<file path="src/rtl/layer1_pkg.sv">
// layer1_pkg: shared types and arithmetic helpers for the first hidden-layer engine.
// Build option: define LAYER1_ROUND_EN for round-half-up requantization
// (truncating shift otherwise).
package layer1_pkg;

  // Controller phases; LOAD is the reset state.
  typedef enum logic [1:0] {
    LOAD    = 2'd0,
    FINISH  = 2'd1,
    PRESENT = 2'd2,
    RELEASE = 2'd3
  } l1_state_t;

  // Accumulator width large enough that a full frame of worst-case
  // products plus the bias can never overflow.
  function automatic int accWidth(input int inputW, input int weightW, input int nInputs);
    return inputW + weightW + 1 + $clog2(nInputs);
  endfunction

  // ReLU, requantizing shift and saturation applied to one lane's
  // biased sum. The result fits in nodeW bits; callers take the low bits.
  function automatic logic [31:0] requantize(input logic signed [63:0] s,
                                              input int shift,
                                              input int nodeW);
    logic signed [63:0] r;
    logic signed [63:0] maxv;
    if (s < 0) begin
      r = '0;
    end else begin
`ifdef LAYER1_ROUND_EN
      if (shift > 0) r = (s + (64'sd1 <<< (shift - 1))) >>> shift;
      else r = s;
`else
      r = s >>> shift;
`endif
    end
    maxv = (64'sd1 <<< nodeW) - 64'sd1;
    if (r > maxv) return 32'(maxv);
    else return 32'(r);
  endfunction

endpackage

</file>
<file path="src/rtl/layer1_controller_lane.sv">
// layer1_mac_lane: one hidden node. Holds the node's weight column and bias,
// accumulates pixel*weight for each accepted pixel and, on the FINISH step,
// loads the requantized result into its output field and clears the
// accumulator.
module layer1_mac_lane
  import layer1_pkg::*;
#(
  parameter int N_INPUTS  = 16,
  parameter int INPUT_W   = 6,
  parameter int WEIGHT_W  = 5,
  parameter int NODE_W    = 6,
  parameter int OUT_SHIFT = 4
) (
  input  logic                        clk,
  input  logic                        reset,
  input  logic                        pixelAccept,
  input  logic [INPUT_W-1:0]          pixel,
  input  logic [$clog2(N_INPUTS)-1:0] rowSel,
  input  logic                        weightWrite,
  input  logic                        biasWrite,
  input  logic [$clog2(N_INPUTS)-1:0] weightAddress,
  input  logic [WEIGHT_W-1:0]         weightIn,
  input  logic                        finishStep,
  output logic [NODE_W-1:0]           node
);

  localparam int ACC_W = accWidth(INPUT_W, WEIGHT_W, N_INPUTS);

  logic signed [WEIGHT_W-1:0] weightMem [N_INPUTS];
  logic signed [WEIGHT_W-1:0] bias;
  logic signed [ACC_W-1:0]    acc;

  logic signed [ACC_W-1:0] pixelExt;
  logic signed [ACC_W-1:0] weightExt;
  logic signed [ACC_W-1:0] biasExt;
  logic signed [ACC_W-1:0] product;
  logic signed [ACC_W-1:0] sumAcc;
  logic signed [63:0]      sum64;

  // Pixel is unsigned (zero-extend); weight and bias are two's complement.
  assign pixelExt  = {{(ACC_W-INPUT_W){1'b0}}, pixel};
  assign weightExt = {{(ACC_W-WEIGHT_W){weightMem[rowSel][WEIGHT_W-1]}}, weightMem[rowSel]};
  assign biasExt   = {{(ACC_W-WEIGHT_W){bias[WEIGHT_W-1]}}, bias};
  assign product   = pixelExt * weightExt;
  assign sumAcc    = acc + biasExt;
  assign sum64     = {{(64-ACC_W){sumAcc[ACC_W-1]}}, sumAcc};

  // Parameter writes, MAC accumulation and the FINISH result load. A write
  // on an accept edge lands at that edge while the MAC uses the old row.
  always_ff @(posedge clk or negedge reset) begin
    if (!reset) begin
      for (int k = 0; k < N_INPUTS; k++) weightMem[k] <= '0;
      bias <= '0;
      acc  <= '0;
      node <= '0;
    end else begin
      if (weightWrite) weightMem[weightAddress] <= weightIn;
      if (biasWrite)   bias <= weightIn;
      if (finishStep) begin
        node <= NODE_W'(requantize(sum64, OUT_SHIFT, NODE_W));
        acc  <= '0;
      end else if (pixelAccept) begin
        acc <= acc + product;
      end
    end
  end

endmodule

</file>
<file path="src/rtl/layer1_controller.sv">
// layer1_controller: first hidden-layer engine. Streams one frame of pixels
// into N_NODES parallel MAC lanes, then presents the requantized node vector
// to Layer2 under a four-phase handshake.
// Build option: LAYER1_ROUND_EN selects round-half-up requantization.
//
// Handshakes:
//   input side  - a pixel transfers on any rising edge where
//                 inputsReady && inputsRecieved; inputsRecieved is high
//                 exactly while the controller is in LOAD.
//   output side - four-phase: outputsReady rises with a new layer2Input and
//                 holds until outputsRecieved is seen high; the next frame
//                 starts only after outputsRecieved is seen low again.
module layer1_controller
  import layer1_pkg::*;
#(
  parameter int N_INPUTS  = 16,
  parameter int INPUT_W   = 6,
  parameter int WEIGHT_W  = 5,
  parameter int N_NODES   = 4,
  parameter int NODE_W    = 6,
  parameter int OUT_SHIFT = 4
) (
  input  logic                          clk,
  input  logic                          reset,
  input  logic                          inputsReady,
  input  logic [INPUT_W-1:0]            pixelIn,
  output logic                          inputsRecieved,
  input  logic                          weightWriteEnable,
  input  logic                          biasWriteEnable,
  input  logic [$clog2(N_INPUTS)-1:0]   weightAddress,
  input  logic [N_NODES*WEIGHT_W-1:0]   writeIn,
  output logic [N_NODES*NODE_W-1:0]     layer2Input,
  output logic                          outputsReady,
  input  logic                          outputsRecieved,
  output l1_state_t                     dbgState
);

  localparam int CW = $clog2(N_INPUTS);

  l1_state_t     state;
  logic [CW-1:0] inputCount;
  logic          pixelAccept;
  logic          writeWindow;
  logic          finishStep;

  assign inputsRecieved = (state == LOAD);
  assign pixelAccept    = inputsReady && inputsRecieved;
  // Parameters may only change between frames, before any pixel is taken.
  assign writeWindow    = (state == LOAD) && (inputCount == '0);
  assign finishStep     = (state == FINISH);
  assign dbgState       = state;

  // Frame sequencing, pixel counting and the registered outputsReady flag.
  always_ff @(posedge clk or negedge reset) begin
    if (!reset) begin
      state        <= LOAD;
      inputCount   <= '0;
      outputsReady <= 1'b0;
    end else begin
      case (state)
        LOAD: begin
          if (pixelAccept) begin
            if (inputCount == CW'(N_INPUTS - 1)) begin
              inputCount <= '0;
              state      <= FINISH;
            end else begin
              inputCount <= inputCount + CW'(1);
            end
          end
        end
        FINISH: begin
          outputsReady <= 1'b1;
          state        <= PRESENT;
        end
        PRESENT: begin
          if (outputsRecieved) begin
            outputsReady <= 1'b0;
            state        <= RELEASE;
          end
        end
        RELEASE: begin
          if (!outputsRecieved) state <= LOAD;
        end
        default: state <= LOAD;
      endcase
    end
  end

  for (genvar g = 0; g < N_NODES; g++) begin : g_lane
    layer1_mac_lane #(
      .N_INPUTS (N_INPUTS),
      .INPUT_W  (INPUT_W),
      .WEIGHT_W (WEIGHT_W),
      .NODE_W   (NODE_W),
      .OUT_SHIFT(OUT_SHIFT)
    ) u_lane (
      .clk          (clk),
      .reset        (reset),
      .pixelAccept  (pixelAccept),
      .pixel        (pixelIn),
      .rowSel       (inputCount),
      .weightWrite  (weightWriteEnable && writeWindow),
      .biasWrite    (biasWriteEnable && writeWindow),
      .weightAddress(weightAddress),
      .weightIn     (writeIn[g*WEIGHT_W +: WEIGHT_W]),
      .finishStep   (finishStep),
      .node         (layer2Input[g*NODE_W +: NODE_W])
    );
  end

endmodule

</file>
<file path="config.mk">
export PLATFORM = sky130hd
export DESIGN_NAME = layer1_controller
export DESIGN_NICKNAME = d
export VERILOG_FILES = /design/src/rtl/layer1_pkg.sv /design/src/rtl/layer1_controller_lane.sv /design/src/rtl/layer1_controller.sv
export SDC_FILE = /design/constraint.sdc
export NUM_CORES = 1
export LEC_CHECK = 0
export CAP_MARGIN = 20
export CORE_MARGIN = 5
export CORE_UTILIZATION = 69
export CTS_CLUSTER_DIAMETER = 200
export DETAILED_ROUTE_END_ITERATION = 12
export DONT_BUFFER_PORTS = 1
export GPL_TIMING_DRIVEN = 0
export HOLD_SLACK_MARGIN = 0.15
export PLACE_DENSITY = 0.85
export SYNTH_ARGS = -nofsm -noshare
export SYNTH_HDL_FRONTEND = slang
export SYNTH_HIERARCHICAL = 1
export SYNTH_SLANG_ARGS = --single-unit
export TNS_END_PERCENT = 100
</file>
<file path="constraint.sdc">
create_clock -name clk -period 12.6 [get_ports clk]
set_input_delay 2.52 -clock clk [delete_from_list [all_inputs] [get_ports clk]]
set_output_delay 2.52 -clock clk [all_outputs]
set_load 0.005 [all_outputs]
</file>
# After elaboration in Yosys (flattened, before gate mapping)
# Index checks and enable logic that the tools add are counted.
[totals] output_inout_bits=28 inputBits=36 ff_bits=435
[op_classes] addsub=9 n_reduce_logical=12 multipliers=4 magnitude_cmp=11 mux=46 n_eq_ne=8 bitwise_logic=2
[op_table] op="$mux 64" n=8
[op_table] op="$bwmux 80" n=4
[op_table] op="$gt 64x7->1 const B" n=4
[op_table] op="$mux 16" n=8
[op_table] op="$bmux 5 s4" n=4
[op_table] op="$add 16x16->16" n=4
[op_table] op="$add 16x5->16" n=4
[op_table] op="$lt 16x1->1 const B" n=4
[op_table] op="$mul 7x5->12" n=4
[op_table] op="$mux 5" n=9
[op_table] op="$mux 6" n=4
[op_table] op="$demux 5 s4" n=1
[op_table] op="$ge 5x5->1 const B" n=2
[op_table] op="$not 4->5" n=2
[op_table] op="$mux 2" n=4
[op_table] op="$pmux 2 s4" n=1
[op_table] op="$logic_and 1x1->1" n=5
[op_table] op="$lt 5x1->1 const B" n=1
[op_table] op="$add 4x1->4 const B" n=1
[op_table] op="$eq 2x2->1 const B" n=2
[op_table] op="$eq 4x4->1 const B" n=1
[op_table] op="$logic_not 4->1" n=1
[op_table] op="$mux 4" n=1
[op_table] op="$ne 2x1->1 const B" n=2
[op_table] op="other kinds (8)" n=11

# Longest topological paths before layout
[logic_depth] ltp_word=8 mapped_depth=21

# Cells and area by module
# The synthesis kept the hierarchy.
[modules_own_cells] module="layer1_mac_lane (g_lane[3].u_lane)" seq_area_each_um2=2677.6 instances=1 area_per_inst_um2=6974.2 cells_each=570
[modules_own_cells] module="layer1_mac_lane (g_lane[0].u_lane)" seq_area_each_um2=2677.6 instances=1 area_per_inst_um2=6901.6 cells_each=559
[modules_own_cells] module="layer1_mac_lane (g_lane[1].u_lane)" seq_area_each_um2=2677.6 instances=1 area_per_inst_um2=6899.1 cells_each=563
[modules_own_cells] module="layer1_mac_lane (g_lane[2].u_lane)" seq_area_each_um2=2677.6 instances=1 area_per_inst_um2=6889.1 cells_each=560
[modules_own_cells] module="layer1_controller" seq_area_each_um2=175.2 instances=1 area_per_inst_um2=449.2 cells_each=44

# Least setup slack after synthesis
# OpenSTA, ideal clock, no wires.
[synth_timing] path_kind="input -> register" startpoint="in pixelIn[0]" endpoint="reg g_lane[2].u_lane.acc[15]" t_arrival_ns=7.210 setup_time_ns=0.120 t_required_ns=12.480 cell_stages=16 n_path_buf=0 path_slack_ns=5.270 cell_sequence="or2_2 > fa_1 > fa_1 > inv_1 > fa_1 > inv_1 > fa_1 > inv_1 > fa_1 > a211o_1 > a2111oi_0 > o31ai_1 > o41ai_1 > xnor2_1 > a21oi_1 > a31o_2"
[synth_between] elab_chain_len=4
[synth_lines] element="start: declaration" line_no="layer1_controller.sv:26" source="input logic [INPUT_W-1:0] pixelIn,"
[synth_lines] element="$mul 7x5->12" line_no="layer1_controller_lane.sv:44" source="assign product = pixelExt * weightExt;"
[synth_lines] element="$add 16x16->16" line_no="layer1_controller_lane.sv:63" source="acc <= acc + product;"
[synth_lines] element="$mux 16" line_no="layer1_controller_lane.sv:62" source="end else if (pixelAccept) begin"
[synth_lines] element="$mux 16" line_no="layer1_controller_lane.sv:59" source="if (finishStep) begin"
[synth_lines] element="end signal: assignment" line_no="layer1_controller_lane.sv:63"
[synth_lines] element="end: declaration" line_no="layer1_controller_lane.sv:31" source="logic signed [ACC_W-1:0] acc;"
# Every way passes these cells. The select of a mux whose other input is x is not followed.
# A chain may end at the register's enable or synchronous reset.

# Worst setup path in the final report
[layout_timing] startpoint="reg inputCount[1]" endpoint="reg g_lane[2].u_lane.acc[15]"
[layout_between] elab_chain_len=8
[layout_lines] element="start: declaration" line_no="layer1_controller.sv:41" source="logic [CW-1:0] inputCount;"
[layout_lines] element="start signal: assignment" line_no="layer1_controller.sv:67" source="inputCount <= inputCount + CW'(1);"
[layout_lines] element="$not 4->5 (implied by the code)" line_no="layer1_controller_lane.sv:42" source="assign weightExt = {{(ACC_W-WEIGHT_W){weightMem[rowSel][WEIGHT_W-1]}}, weightMem[rowSel]};"
[layout_lines] element="$bmux 5 s4" line_no="layer1_controller_lane.sv:42"
[layout_lines] element="$mux 5 (implied by the code) (2 in series)" line_no="layer1_controller_lane.sv:42"
[layout_lines] element="$mul 7x5->12" line_no="layer1_controller_lane.sv:44"
[layout_lines] element="$add 16x16->16" line_no="layer1_controller_lane.sv:63"
[layout_lines] element="$mux 16" line_no="layer1_controller_lane.sv:62"
[layout_lines] element="$mux 16" line_no="layer1_controller_lane.sv:59"
# Every way passes these cells. The select of a mux whose other input is x is not followed.

==> impl_results.md <==
- Switching share of power: 0.3782
- Hold Buf Count CTS: 0
- Number of standard cells in the layout, taps in and fillers out: 2912
- Combinational share of power: 0.440
- Internal power component: 3.799 mW
- Most prevalent standard cell on the critical path: fa_1
- Number of rows in the core area: 74
- Minimum hold slack: 0.4980 ns
- Critical path arrival: 8.53 ns
- Clock Pin Slew Worst Setup and Hold Paths: 0.06 ns
- Number of placed instances with taps included: 2829
- Required time at the endpoint of the critical path: 13.07 ns
- Startpoint type of the worst setup path: flop
- Max-slew violation count: 234
- Total clock buffers created by CTS: 47
- Average wire per standard cell: 22.46 um
- Net count after synthesis: 2659
- Switching power summed over all nets: 2.311 mW
- Most instantiated flip-flop cell in the synthesis netlist: dfrtp_1
- Gpl congestion: 0.8995
- Overall power after layout: 6.110 mW
- Detailed-routed wire length on met2: 32.89 mm
- Length of the first detailed-routing pass in iterations: 5
- Fraction of post-synthesis cell area in the top cell type by area: 0.3872
- Wire length on met3: 4.322 mm
- Count of flip-flops with a built-in enable after synthesis: 0
- Sink Count: 435
- Number of warnings issued by yosys: 6
- Seq pwr share: 0.331
- Period Utilization, post-route: 0.6395
- Run status: complete, but fails checks
- Count of final hold-check violations: 0
- Die Y: 211.9 um
- Sum of negative setup slack: 0 ns
- Top routing layer used: met5
- Violated checks: slew limit
- Number of storage elements in the synthesis netlist: 435
- Post-synthesis cell area: 0.02811 mm^2
- Clock share of power: 0.229
- Count of cells resized by post-cts repair: 0
- Via count: 19010
- Postcts setup bufs: 0
- Top cells by area in the synthesized netlist: dfrtp_1 (39%), mux2_2 (14%), ha_1 (11%)
- HPWL Detailed: 45.37 mm
- Transition time at the pin with the least slew margin: 1.764 ns
- Buffers and inverters on the worst path: 6
- Count of max-cap constraint violations: 0
- Setup-violating endpoint count in the final report: 0
- Top delay family on crit path: adder cells
- Largest area contributor in the synthesized netlist: dfrtp_1
- Remaining antenna violation count after routing: 0
- Mean cell area of the mapped netlist: 12.24 um^2
- Global-route wire length before repair: 106.7 mm
- Type of element capturing the critical path: flop
- Static leakage power: 15.32 nW
- Number of placed I/O pins: 64
- Detailed Route Iter0 Violations: 1326
- Cells along the critical path: clkbuf_1 > clkbuf_1 > mux4_2 > mux4_2 > and2_1 > fa_1 > inv_1 > fa_1 > inv_1 > fa_1 > inv_1 > fa_1 > inv_1 > fa_1 > a211o_1 > a2111oi_0 > o31ai_1 > o41ai_1 > xnor2_1 > a21oi_1 > a31o_2
- Area of the core: 0.04055 mm^2
- Cell area after layout: 0.03036 mm^2
- Wl on met1: 26.18 mm
- All-layer global routing usage: 0.2978
- Register area share after synthesis: 0.3872
- Most frequent cells after synthesis: dfrtp_1 (435), mux2_2 (344), ha_1 (239), nor2_1 (158), nand2_1 (94)
- CTS tree: yes
- Port Buffers: 0
- Worst-skew pair later-pin latency: 0.58 ns
- Fraction of layout cells with a size suffix above 1: 0.2333
- Vias in the first global route: 20230
- Fin crit period: 8.058 ns
- DRC Markers: 0
- Largest stage delay on the critical path: 0.74 ns
- Post-layout net count: 2710
- Clock tree buffer depth: 3
- Root Buffer Master: clkbuf_16
- Cell Pwr Density: 201.2 mW/mm^2
- Total die area: 0.04488 mm^2
- Area Growth Syn to Fin: 8.002%
- Highest clock rate: 124.1 MHz
- Maximum number of pins on one net before global-route repair: 436
- Most common cell in the synthesized netlist: dfrtp_1
- H-Tree Level Count: 2
- Post-Route WL: 65.40 mm
- Worst slew margin relative to its limit: -0.1762
- Synthesized instance count: 2296
- Hold Path Class: flop to flop
- RSZ-0062 raised after global routing: no
- Share of synthesized flip-flops with an asynchronous set or reset: 1.000
- Start-to-end type of the worst setup path: flop to flop
- Width of the die: 211.9 um
- Overflow after GRT: 0
- Number of library cell types mapped by synthesis: 82
- Total cell area at the placement stage: 0.02878 mm^2
- Drt via density: 6.529
- Worst-path maximum fanout: 11
- Maximum resistive drop on vdd: 0.1226 mV
- Initial core utilization: 0.6932
- Antenna violations before repair: 2
- Worst clock skew: 0.02036 ns
- Cell at the slowest stage of the critical path: dfrtp_1
## logic make-up (layout without fill, tap and decap cells)
group / count (synthesis) / after routing / synth area share
mux: 506 / 506 / 0.2403
xor+xnor: 74 / 74 / 0.02305
flops: 435 / 435 / 0.3872
simple gates: 537 / 537 / 0.09609
compound gates: 244 / 244 / 0.06053
other cells: 0 / 1 / 0
fa+ha+maj: 327 / 327 / 0.1690
buf+inv: 173 / 256 / 0.02381
## worst paths after layout
path | depth (start not counted) | slack, ns | start | end
worst max register to register | 21 | 4.54 | inputCount[1] | g_lane[2].u_lane/acc[15]
worst min-delay path | 1 | 0.50 | g_lane[0].u_lane/weightMem[32] | g_lane[0].u_lane/weightMem[32]
min in group asynchronous | 0 | 1.63 | reset | g_lane[2].u_lane/node[0]
max in group asynchronous | 0 | 9.55 | reset | g_lane[3].u_lane/weightMem[37]
worst min register to register | 1 | 0.50 | g_lane[0].u_lane/weightMem[32] | g_lane[0].u_lane/weightMem[32]
worst max-delay path | 21 | 4.54 | inputCount[1] | g_lane[2].u_lane/acc[15]
## through the flow
stage / setup slack, ns / utilization
after floorplan: 5.270 / -
after global placement: 4.743 / 0.7096
final: 4.542 / 0.7487
after CTS: 4.548 / 0.7480
after detailed placement: 4.628 / 0.7098
after global routing: 4.058 / 0.7486
## placed cells by master, fill, tap and decap left out, drive strengths merged, types with 5 or more instances in the layout
| master | count |
|---|---|
| o21bai | 10 |
| nand3 | 32 |
| ha | 239 |
| xor2 | 16 |
| clkinv | 8 |
| a21o | 11 |
| nand2b | 16 |
| o21a | 12 |
| nor2b | 7 |
| nand2 | 94 |
| a22oi | 6 |
| a31oi | 15 |
| or3 | 26 |
| nor2 | 158 |
| a31o | 5 |
| fa | 88 |
| mux2i | 62 |
| and2 | 90 |
| o31ai | 5 |
| bufinv | 5 |
| nand4 | 6 |
| a2bb2oi | 7 |
| inv | 94 |
| or4 | 6 |
| a211o | 5 |
| a211oi | 12 |
| a21boi | 9 |
| buf | 15 |
| clkbuf | 131 |
| o21ai | 36 |
| xnor2 | 58 |
| a32oi | 13 |
| or2 | 18 |
| and3 | 17 |
| dfrtp | 435 |
| nor3 | 39 |
| mux4 | 96 |
| mux2 | 348 |
| nand3b | 12 |
| a21oi | 65 |
## cell type report
cell class | instances | area [um^2]
well taps | 532 | 665.6
clock inverters | 17 | 229.0
fillers | 2483 | 10190
plain buffers | 80 | 320.3
repair buffers | 2 | 32.53
flip-flops and latches | 435 | 10890
diodes | 1 | 2.502
clock buffers | 64 | 1320
inverters | 93 | 349.1
multi-input cells | 1688 | 16560
## power by group through the flow
stage / combinational (mW) / sequential (mW) / clock [mW]
floorplan: 2.14 / 1.91 / 0
global placement: 2.51 / 2.01 / 0
detailed placement: 2.65 / 2.03 / 0
CTS: 2.68 / 2.02 / 1.42
global route: 3.01 / 2.05 / 1.48
finish: 2.69 / 2.02 / 1.40
## state kept, by name (all words and copies together), names as in the netlist
name / flops
g_lane.u_lane/bias: 20
g_lane.u_lane/node: 24
g_lane.u_lane/acc: 64
g_lane.u_lane/weightMem: 320
dbgState: 2
outputsReady: 1
inputCount: 4
## layer usage
| layer | up-vias | track usage |
|---|---|---|
| met1 | 9721 | 0.3926 |
| met4 | 2 | 0.1071 |
| li1 | 8472 | - |
| met2 | 657 | 0.5013 |
| met5 | - | 0 |
| met3 | 159 | 0.05424 |
No activity file was read; power rests on OpenSTA's default activity.
